===== src/rtl/gpu_mem_pkg.sv =====
// rtl/gpu_mem_pkg.sv - shared SRAM word/address types and line reader states
package gpu_mem_pkg;

    localparam int SRAM_ADDR_W = 20;
    localparam int SRAM_DATA_W = 16;

    typedef logic [SRAM_ADDR_W-1:0] sram_addr_t;
    typedef logic [SRAM_DATA_W-1:0] sram_word_t;

    typedef enum logic [1:0] {
        IDLE,
        ISSUE,
        WAIT,
        DONE
    } line_reader_state_t;

endpackage


===== src/rtl/sync_fifo.sv =====
// rtl/sync_fifo.sv - show-ahead synchronous FIFO with occupancy count and flush
module sync_fifo #(
    parameter int WIDTH = 16,
    parameter int DEPTH = 16
) (
    input  logic                   clk,
    input  logic                   reset,
    input  logic                   flush,
    input  logic                   push,
    input  logic [WIDTH-1:0]       push_data,
    input  logic                   pop,
    output logic [WIDTH-1:0]       pop_data,
    output logic                   valid,
    output logic [$clog2(DEPTH):0] count
);

    localparam int PTR_W = $clog2(DEPTH);
    localparam int CNT_W = PTR_W + 1;

    logic [WIDTH-1:0] r_mem [DEPTH];
    logic [PTR_W-1:0] r_wr_ptr;
    logic [PTR_W-1:0] r_rd_ptr;
    logic [CNT_W-1:0] r_count;
    logic             w_pop;

    assign w_pop    = pop && (r_count != '0);
    assign valid    = (r_count != '0);
    assign count    = r_count;
    // Gate the head word so the output reads zero while empty, including after reset.
    assign pop_data = valid ? r_mem[r_rd_ptr] : '0;

    always_ff @(posedge clk) begin
        if (push) begin
            r_mem[r_wr_ptr] <= push_data;
        end
    end

    always_ff @(posedge clk or posedge reset) begin
        if (reset) begin
            r_wr_ptr <= '0;
            r_rd_ptr <= '0;
            r_count  <= '0;
        end else if (flush) begin
            r_wr_ptr <= '0;
            r_rd_ptr <= '0;
            r_count  <= '0;
        end else begin
            if (push) begin
                r_wr_ptr <= r_wr_ptr + PTR_W'(1);
            end
            if (w_pop) begin
                r_rd_ptr <= r_rd_ptr + PTR_W'(1);
            end
            r_count <= r_count + CNT_W'(push) - CNT_W'(w_pop);
        end
    end

endmodule


===== src/rtl/sram_line_reader.sv =====
// rtl/sram_line_reader.sv - burst reader from the SRAM controller into a valid/ready stream
module sram_line_reader
    import gpu_mem_pkg::*;
#(
    parameter int READ_LATENCY = 1,
    parameter int FIFO_DEPTH   = 16,
    parameter int COUNT_WIDTH  = 11
) (
    input  logic                   clk,
    input  logic                   reset,
    input  logic                   start,
    input  sram_addr_t             base_addr,
    input  logic [COUNT_WIDTH-1:0] word_count,
    input  logic                   abort,
    output logic                   busy,
    output logic                   done,
    output sram_addr_t             mm_address,
    output logic                   mm_read,
    input  sram_word_t             mm_readdata,
    output logic                   mm_write,
    output sram_word_t             mm_writedata,
    output sram_word_t             out_data,
    output logic                   out_valid,
    input  logic                   out_ready
);

    localparam int CNT_W = $clog2(FIFO_DEPTH) + 1;
    localparam int LAT_W = (READ_LATENCY > 1) ? $clog2(READ_LATENCY) : 1;

    line_reader_state_t     r_state;
    sram_addr_t             r_addr;
    logic [COUNT_WIDTH-1:0] r_remaining;
    logic [LAT_W-1:0]       r_lat;
    logic                   r_busy;
    logic                   r_done;
    logic                   r_mm_read;

    logic [CNT_W-1:0]       w_fifo_count;
    logic [CNT_W-1:0]       w_count_next;
    logic                   w_push;
    logic                   w_pop;
    logic                   w_space_next;

    assign w_push       = (r_state == WAIT) && (r_lat == '0) && !abort;
    assign w_pop        = out_valid && out_ready;
    // mm_read is registered, so the space check uses the occupancy the FIFO will hold next cycle.
    assign w_count_next = w_fifo_count + CNT_W'(w_push) - CNT_W'(w_pop);
    assign w_space_next = (w_count_next < CNT_W'(FIFO_DEPTH));

    assign busy         = r_busy;
    assign done         = r_done;
    assign mm_read      = r_mm_read;
    assign mm_address   = r_addr;
    assign mm_write     = 1'b0;
    assign mm_writedata = '0;

    sync_fifo #(
        .WIDTH(SRAM_DATA_W),
        .DEPTH(FIFO_DEPTH)
    ) u_fifo (
        .clk      (clk),
        .reset    (reset),
        .flush    (abort),
        .push     (w_push),
        .push_data(mm_readdata),
        .pop      (w_pop),
        .pop_data (out_data),
        .valid    (out_valid),
        .count    (w_fifo_count)
    );

    always_ff @(posedge clk or posedge reset) begin
        if (reset) begin
            r_state     <= IDLE;
            r_addr      <= '0;
            r_remaining <= '0;
            r_lat       <= '0;
            r_busy      <= 1'b0;
            r_done      <= 1'b0;
            r_mm_read   <= 1'b0;
        end else if (abort) begin
            r_state   <= IDLE;
            r_busy    <= 1'b0;
            r_done    <= 1'b0;
            r_mm_read <= 1'b0;
        end else begin
            r_done <= 1'b0;
            case (r_state)
                IDLE: begin
                    if (start) begin
                        if (word_count != '0) begin
                            r_state     <= ISSUE;
                            r_addr      <= base_addr;
                            r_remaining <= word_count;
                            r_busy      <= 1'b1;
                            r_mm_read   <= w_space_next;
                        end else begin
                            r_state <= DONE;
                            r_done  <= 1'b1;
                        end
                    end
                end
                ISSUE: begin
                    if (r_mm_read) begin
                        r_state   <= WAIT;
                        r_mm_read <= 1'b0;
                        r_lat     <= LAT_W'(READ_LATENCY - 1);
                    end else begin
                        r_mm_read <= w_space_next;
                    end
                end
                WAIT: begin
                    if (r_lat == '0) begin
                        r_addr      <= r_addr + SRAM_ADDR_W'(1);
                        r_remaining <= r_remaining - COUNT_WIDTH'(1);
                        if (r_remaining == COUNT_WIDTH'(1)) begin
                            r_state <= DONE;
                            r_busy  <= 1'b0;
                            r_done  <= 1'b1;
                        end else begin
                            r_state   <= ISSUE;
                            r_mm_read <= w_space_next;
                        end
                    end else begin
                        r_lat <= r_lat - LAT_W'(1);
                    end
                end
                DONE: begin
                    r_state <= IDLE;
                end
                default: begin
                    r_state <= IDLE;
                end
            endcase
        end
    end

endmodule


===== config.mk =====
export PLATFORM = sky130hd
export DESIGN_NAME = sram_line_reader
export DESIGN_NICKNAME = d
export VERILOG_FILES = /design/src/rtl/gpu_mem_pkg.sv /design/src/rtl/sync_fifo.sv /design/src/rtl/sram_line_reader.sv
export SDC_FILE = /design/constraint.sdc
export NUM_CORES = 1
export LEC_CHECK = 0
export CORE_UTILIZATION = 58
export CTS_CLUSTER_DIAMETER = 120
export DETAILED_ROUTE_END_ITERATION = 16
export PLACE_DENSITY = 0.8
export SKIP_CTS_REPAIR_TIMING = 1
export SYNTH_ARGS = -nofsm -noshare
export SYNTH_HDL_FRONTEND = slang
export SYNTH_SLANG_ARGS = --single-unit

===== constraint.sdc =====
create_clock -name clk -period 3.03 [get_ports clk]
set_input_delay 0.4545 -clock clk [delete_from_list [all_inputs] [get_ports clk]]
set_output_delay 0.4545 -clock clk [all_outputs]
set_load 0.005 [all_outputs]

======== Word-level counts from Yosys, hierarchy flattened ========
Memory sizes are Yosys's and may differ from the RTL's.
Cells that the tools add are included.
operators by class
  $add $sub $neg .......................... 8
  magnitude comparators ................... 1
  equality and inequality tests ........... 14
  multiplexer cells ....................... 45
  bitwise operators ....................... 2
  reductions and logical operators ........ 19
operators with widths
  kind                                                                   count
  20-bit 2-to-1 mux                                                      3
  20-bit one-hot mux with 2 select lines                                 1
  11-bit 2-to-1 mux                                                      3
  11-bit one-hot mux with 2 select lines                                 1
  20-bit by 1-bit adder with 20-bit output (second input constant)       1
  1-bit 2-to-1 mux                                                       20
  16-bit 2-to-1 mux                                                      1
  4-bit 2-to-1 mux                                                       4
  3-bit != test (second input constant)                                  5
  5-bit AND reduction                                                    3
  2-bit 2-to-1 mux                                                       6
  11-bit by 1-bit == test with 1-bit output (second input constant)      1
  11-bit nonzero test                                                    1
  11-bit by 1-bit subtractor with 11-bit output (second input constant)  1
  5-bit by 1-bit subtractor with 5-bit output                            2
  4-bit by 1-bit adder with 4-bit output (second input constant)         2
  2-bit != test (second input constant)                                  4
  2-bit one-hot mux with 4 select lines                                  1
  2-bit nonzero test                                                     4
  1-bit one-hot mux with 2 select lines                                  3
  3-bit AND reduction                                                    2
  5-bit by 1-bit adder with 5-bit output                                 1
  5-bit < comparator (second input constant)                             1
  5-bit 2-to-1 mux                                                       1
  other kinds (12)                                                       17
storage, ports and cells
  flip-flop bits (word level) ............. 50
  bits in writable memories ............... 256
  bits of input ports ..................... 52
  word-level logic and storage cells ...... 100
  memories kept ........................... 1
memory list
  name          words  width  read ports  clocked after Yosys merged registers in  write ports  line             source
  u_fifo.r_mem  16     16     1           0                                        1            sync_fifo.sv:20  logic [WIDTH-1:0] r_mem [DEPTH];

======== Depth between registers and ports, before layout ========
  depth in word-level cells ............... 10
  depth in mapped cells ................... 12

======== Cells and area by module ========
A second synthesis with hierarchy kept.
unflattened totals
  cells, all modules ...................... 846
  area, all modules ....................... 13230.2 µm²
modules (own cells, without submodules)
  module            times used  cells each  area each (µm²)  seq. area each (µm²)
  sync_fifo         1           547         10765.3          8012.7
  sram_line_reader  1           299         2464.9           900.9

======== Worst setup path after synthesis ========
OpenSTA, ideal clock, no wires.
  path kind ............................... register to register
  start ................................... register r_state[0]
  end ..................................... memory u_fifo.r_mem[0][0] (enable)
  setup time .............................. 409 ps
  data arrival time ....................... 2316 ps
  required time ........................... 2621 ps
  path slack .............................. 305 ps
  stages on the path, launching flop included .. 7
  period minus slack after synthesis ...... 2725 ps
  cells stage by stage .................... dfrtp_1 buf_2 nor2_1 and2_0 clkbuf_1 nand2_1 nor3_1
between the ends
  word-level cells in the longest chain between the ends .. 5
RTL lines
  element                                 line                    source
  start, declared                         sram_line_reader.sv:30  line_reader_state_t r_state;
  start signal, assigned                  sram_line_reader.sv:74  r_state <= IDLE;
  start signal, assigned                  sram_line_reader.sv:82  r_state <= IDLE;
  start signal, assigned                  sram_line_reader.sv:92  r_state <= ISSUE;
  2-bit == test                           sram_line_reader.sv:44  assign w_push = (r_state == WAIT) && (r_lat == '0) && !abort;
  1-bit logical AND (2 in a row)          sram_line_reader.sv:44
  1-bit 2-to-1 mux                        sync_fifo.sv:33         if (push) begin
  1-bit 2-to-1 mux (not written as such)  sync_fifo.sv:34         r_mem[r_wr_ptr] <= push_data;
  end, declared                           sync_fifo.sv:20
No other way between the ends.

======== Worst setup path in the final report ========
  start ................................... register u_fifo.r_rd_ptr[0]
  end ..................................... output port out_data[13]
between the ends
  word-level cells in the longest chain between the ends .. 2
RTL lines
  element                  line                    source
  start, declared          sync_fifo.sv:22         logic [PTR_W-1:0] r_rd_ptr;
  start signal, assigned   sync_fifo.sv:52         r_rd_ptr <= r_rd_ptr + PTR_W'(1);
  memory read 16 x 16 bit  -
  16-bit 2-to-1 mux        sync_fifo.sv:30         assign pop_data = valid ? r_mem[r_rd_ptr] : '0;
  end, declared            sram_line_reader.sv:22  output sram_word_t out_data,
No other way between the ends.

==> metrics.md <==
| Metric | Value |
|---|---|
| Failing checks | `negative setup slack` |
| Fin crit share | `103%` |
| Initial DRT Pass Iterations | `5` |
| Top Usage Layer GRT | `met2` |
| Post-synthesis cell area | `12900 µm²` |
| Max_slew headroom | `56.3%` |
| Crit path DAT | `2.65 ns` |
| Worst hold margin | `0.258 ns` |
| Layout cells sized above 1 | `21.3%` |
| Die area | `22800 µm²` |
| Rows | `54` |
| Root Driver | `clkbuf_16` |
| Final core utilization | `72.1%` |
| Count of cell types in the netlist | `48` |
| Reg2reg setup slack | `0.74 ns` |
| Drt drc | `0` |
| Pleak | `5.44 nW` |
| Detailed Place HPWL | `17200 µm` |
| Total gr overflow | `0` |
| Startpoint types | `register` |
| Worst vdd ir | `426 µV` |
| Worst skew pair latency | `0.56 ns` |
| Ant diodes | `0` |
| Num CTS Buffers | `30` |
| CTS H-Tree Depth | `1` |
| Critical-path cell list | `buf_12 > buf_8 > mux4_2 > mux2i_2 > o22ai_2 > clkdlybuf4s50_1` |
| Vias post-DR | `7787` |
| Starting Density | `59.1%` |
| Pwr per Cell Area | `766 nW/µm²` |
| Setup CP Type | `reg -> out` |
| Endpoint class of the critical path | `output port` |
| Largest net degree at the start of global routing | `43` |
| Synth async-reset ratio | `16.1%` |
| First-pass GRT wire length | `44000 µm` |
| HP Class | `in -> async` |
| Met3 GRT Util | `4.79%` |
| Vias in the first global route | `7527` |
| Setup violators final | `2` |
| GR Util met2 | `43.8%` |
| Max Transition Viols Final | `0` |
| Nets | `988` |
| CTS clk-pin slew, worst paths | `0.06 ns` |
| Synth warnings | `0` |
| Die height | `151 µm` |
| Crit path max-delay cell type | `mux4_2` |
| Clock sinks | `305` |
| Initial antenna violation count | `1` |
| Die Wd | `151 µm` |
| Number of enable flip-flop cells after synthesis | `256` |
| Worst EP required | `2.58 ns` |
| Final Wtd Congestion | `0.839` |
| Syn Inst Count | `788` |
| Worst slack, placed | `0.340 ns` |
| Port Buffers | `91` |
| Vias per inst | `6.35` |
| Area growth syn-to-layout | `21.9%` |
| Status | `complete, but fails checks` |
| Mean Syn Cell Area | `16.4 µm²` |
| 1st-iter DRT viols | `831` |
| MaxCap Viol Count | `0` |
| Final min period | `3.11 ns` |
| Clk_skew | `0.0257 ns` |
| Routed Antenna Nets | `0` |
| Post-synthesis register bit count | `305` |
| Seq/Total Area, Yosys | `69.1%` |
| Total GRT Usage | `26.5%` |
| Final wirelength | `30900 µm` |
| Max frequency | `0.322 GHz` |
| Prevailing post-synth register cell | `edfxtp_1` |
| RSZ-0062 raised after global routing | `yes` |
| Slew @ Worst Pin | `0.654 ns` |
| Final hold violations | `0` |
| CP Max Fanout | `8` |
| Grt met1 use | `35.8%` |
| Max Buffers Root-to-Sink | `3` |
| Setup_tns | `-0.152 ns` |
| CTS tree | `done` |
| Reg2reg path depth | `9` |
| Setup ws final | `-0.0784 ns` |
| Crit-path max cell delay | `0.52 ns` |
| Avg WL per Cell | `25.2 µm` |
| Core Region | `21800 µm²` |
| Top Ports | `109` |
sequential cells by signal (all words and copies together) (netlist names):
| signal | cells |
|---|---|
| busy | 1 |
| u_fifo.r_rd_ptr | 4 |
| r_remaining | 11 |
| mm_address | 20 |
| u_fifo.r_mem | 256 |
| r_state | 2 |
| mm_read | 1 |
| done | 1 |
| u_fifo.count | 5 |
| u_fifo.r_wr_ptr | 4 |
routing by layer:
metal | routed length, µm | vias up | part of all wire, %
met2 | 15600 | 393 | 50
met3 | 2380 | 76 | 7.7
li1 | - | 3341 | -
met5 | 17 | - | 0.055
met4 | 882 | 2 | 2.9
met1 | 12000 | 3975 | 39
logic make-up after synthesis:
logic type               Yosys count  synth area share [%]
multiplexers                     102                  14.1
flip-flops                       305                  69.1
AND/OR/NAND/NOR                  155                  5.54
buffers and inverters             74                  3.01
adder cells (fa/ha/maj)           13                  1.26
XOR/XNOR                          11                 0.747
AO/OA/AOI/OAI                    127                  6.20
other                              1                0.0291
layout make-up:
cell class / instances / area (µm²)
inverters: 11 / 41.3
flip-flops and latches: 305 / 8920
clock buffers: 39 / 805
fillers: 1298 / 6100
repair buffers: 150 / 1640
well taps: 280 / 350
multi-input cells: 425 / 3750
clock inverters: 17 / 224
power by group:
group          internal [mW]  total, mW  leakage [nW]  switching (mW)
clock network           2.30       3.89         0.492            1.59
registers               4.72       4.96          2.90           0.235
logic                   1.77       3.20          2.05            1.43
cells in the final DEF (no fill, tap or decap), types with 7 or more instances in the layout:
master / count
dfrtp_1: 46
dlymetal6s2s_1: 14
buf_4: 39
ha_1: 13
nor2_1: 48
a31oi_1: 8
o22ai_1: 22
inv_1: 10
nand2_1: 35
a21oi_1: 40
o21ai_0: 24
clkbuf_1: 7
a2bb2oi_1: 8
edfxtp_1: 256
nand3_1: 9
clkbuf_16: 33
nor2_2: 12
mux4_2: 64
mux2i_1: 32
nor3_1: 11
clkdlybuf4s50_1: 77
nand4_1: 9
buf_12: 10
conb_1: 17
synthesized netlist by cell type, drive strengths merged, types with 2 or more instances:
library cell	instances	area share (%)
o22a	4	0.27
o21a	2	0.12
a2bb2oi	8	0.54
nor3	15	0.58
dfrtp	49	9.5
nor2	60	1.7
clkbuf	24	0.70
o22ai	24	1.2
a31oi	8	0.39
xnor2	5	0.34
nand2	35	1.0
nor4	4	0.19
buf	39	2.0
o211ai	5	0.29
nor2b	3	0.15
inv	11	0.32
and3	5	0.24
or4	3	0.20
a32oi	2	0.14
mux4	64	11
edfxtp	256	60
nand4	9	0.44
nand2b	5	0.24
o21ai	24	0.93
a21oi	40	1.6
and2	3	0.15
ha	13	1.3
mux2i	38	2.9
a22oi	2	0.12
o32ai	2	0.14
nand3	9	0.35
xor2	6	0.41
a21boi	2	0.12
path summary, 6_finish.rpt:
check                                  to          startpoint
max                          out_data[13]  u_fifo.r_rd_ptr[0]
min                                  done               reset
max reg2reg                       mm_read          r_state[0]
min reg2reg                r_remaining[7]      r_remaining[7]
max in group asynchronous  mm_address[11]               reset
min in group clk            mm_address[1]        base_addr[1]
worst max-delay path, delay by kind of cell, from the launching register on:
kind | cells | cell delay (ns)
flops | 1 | 0.44
mux | 2 | 0.73
compound gates | 1 | 0.16
buf+inv | 3 | 0.76
per-stage QoR:
stage / instance area, µm² / power (mW) / instances
final: 15700 / 12.0 / 1227
after global routing: 15700 / 12.5 / 1227
after CTS: 15500 / 11.7 / 1215
after detailed placement: 14400 / 7.84 / 1159
after global placement: 14400 / 7.78 / 1159
after floorplan: 13000 / 6.70 / 804
Note: power is estimated with default switching activity, not from simulation.
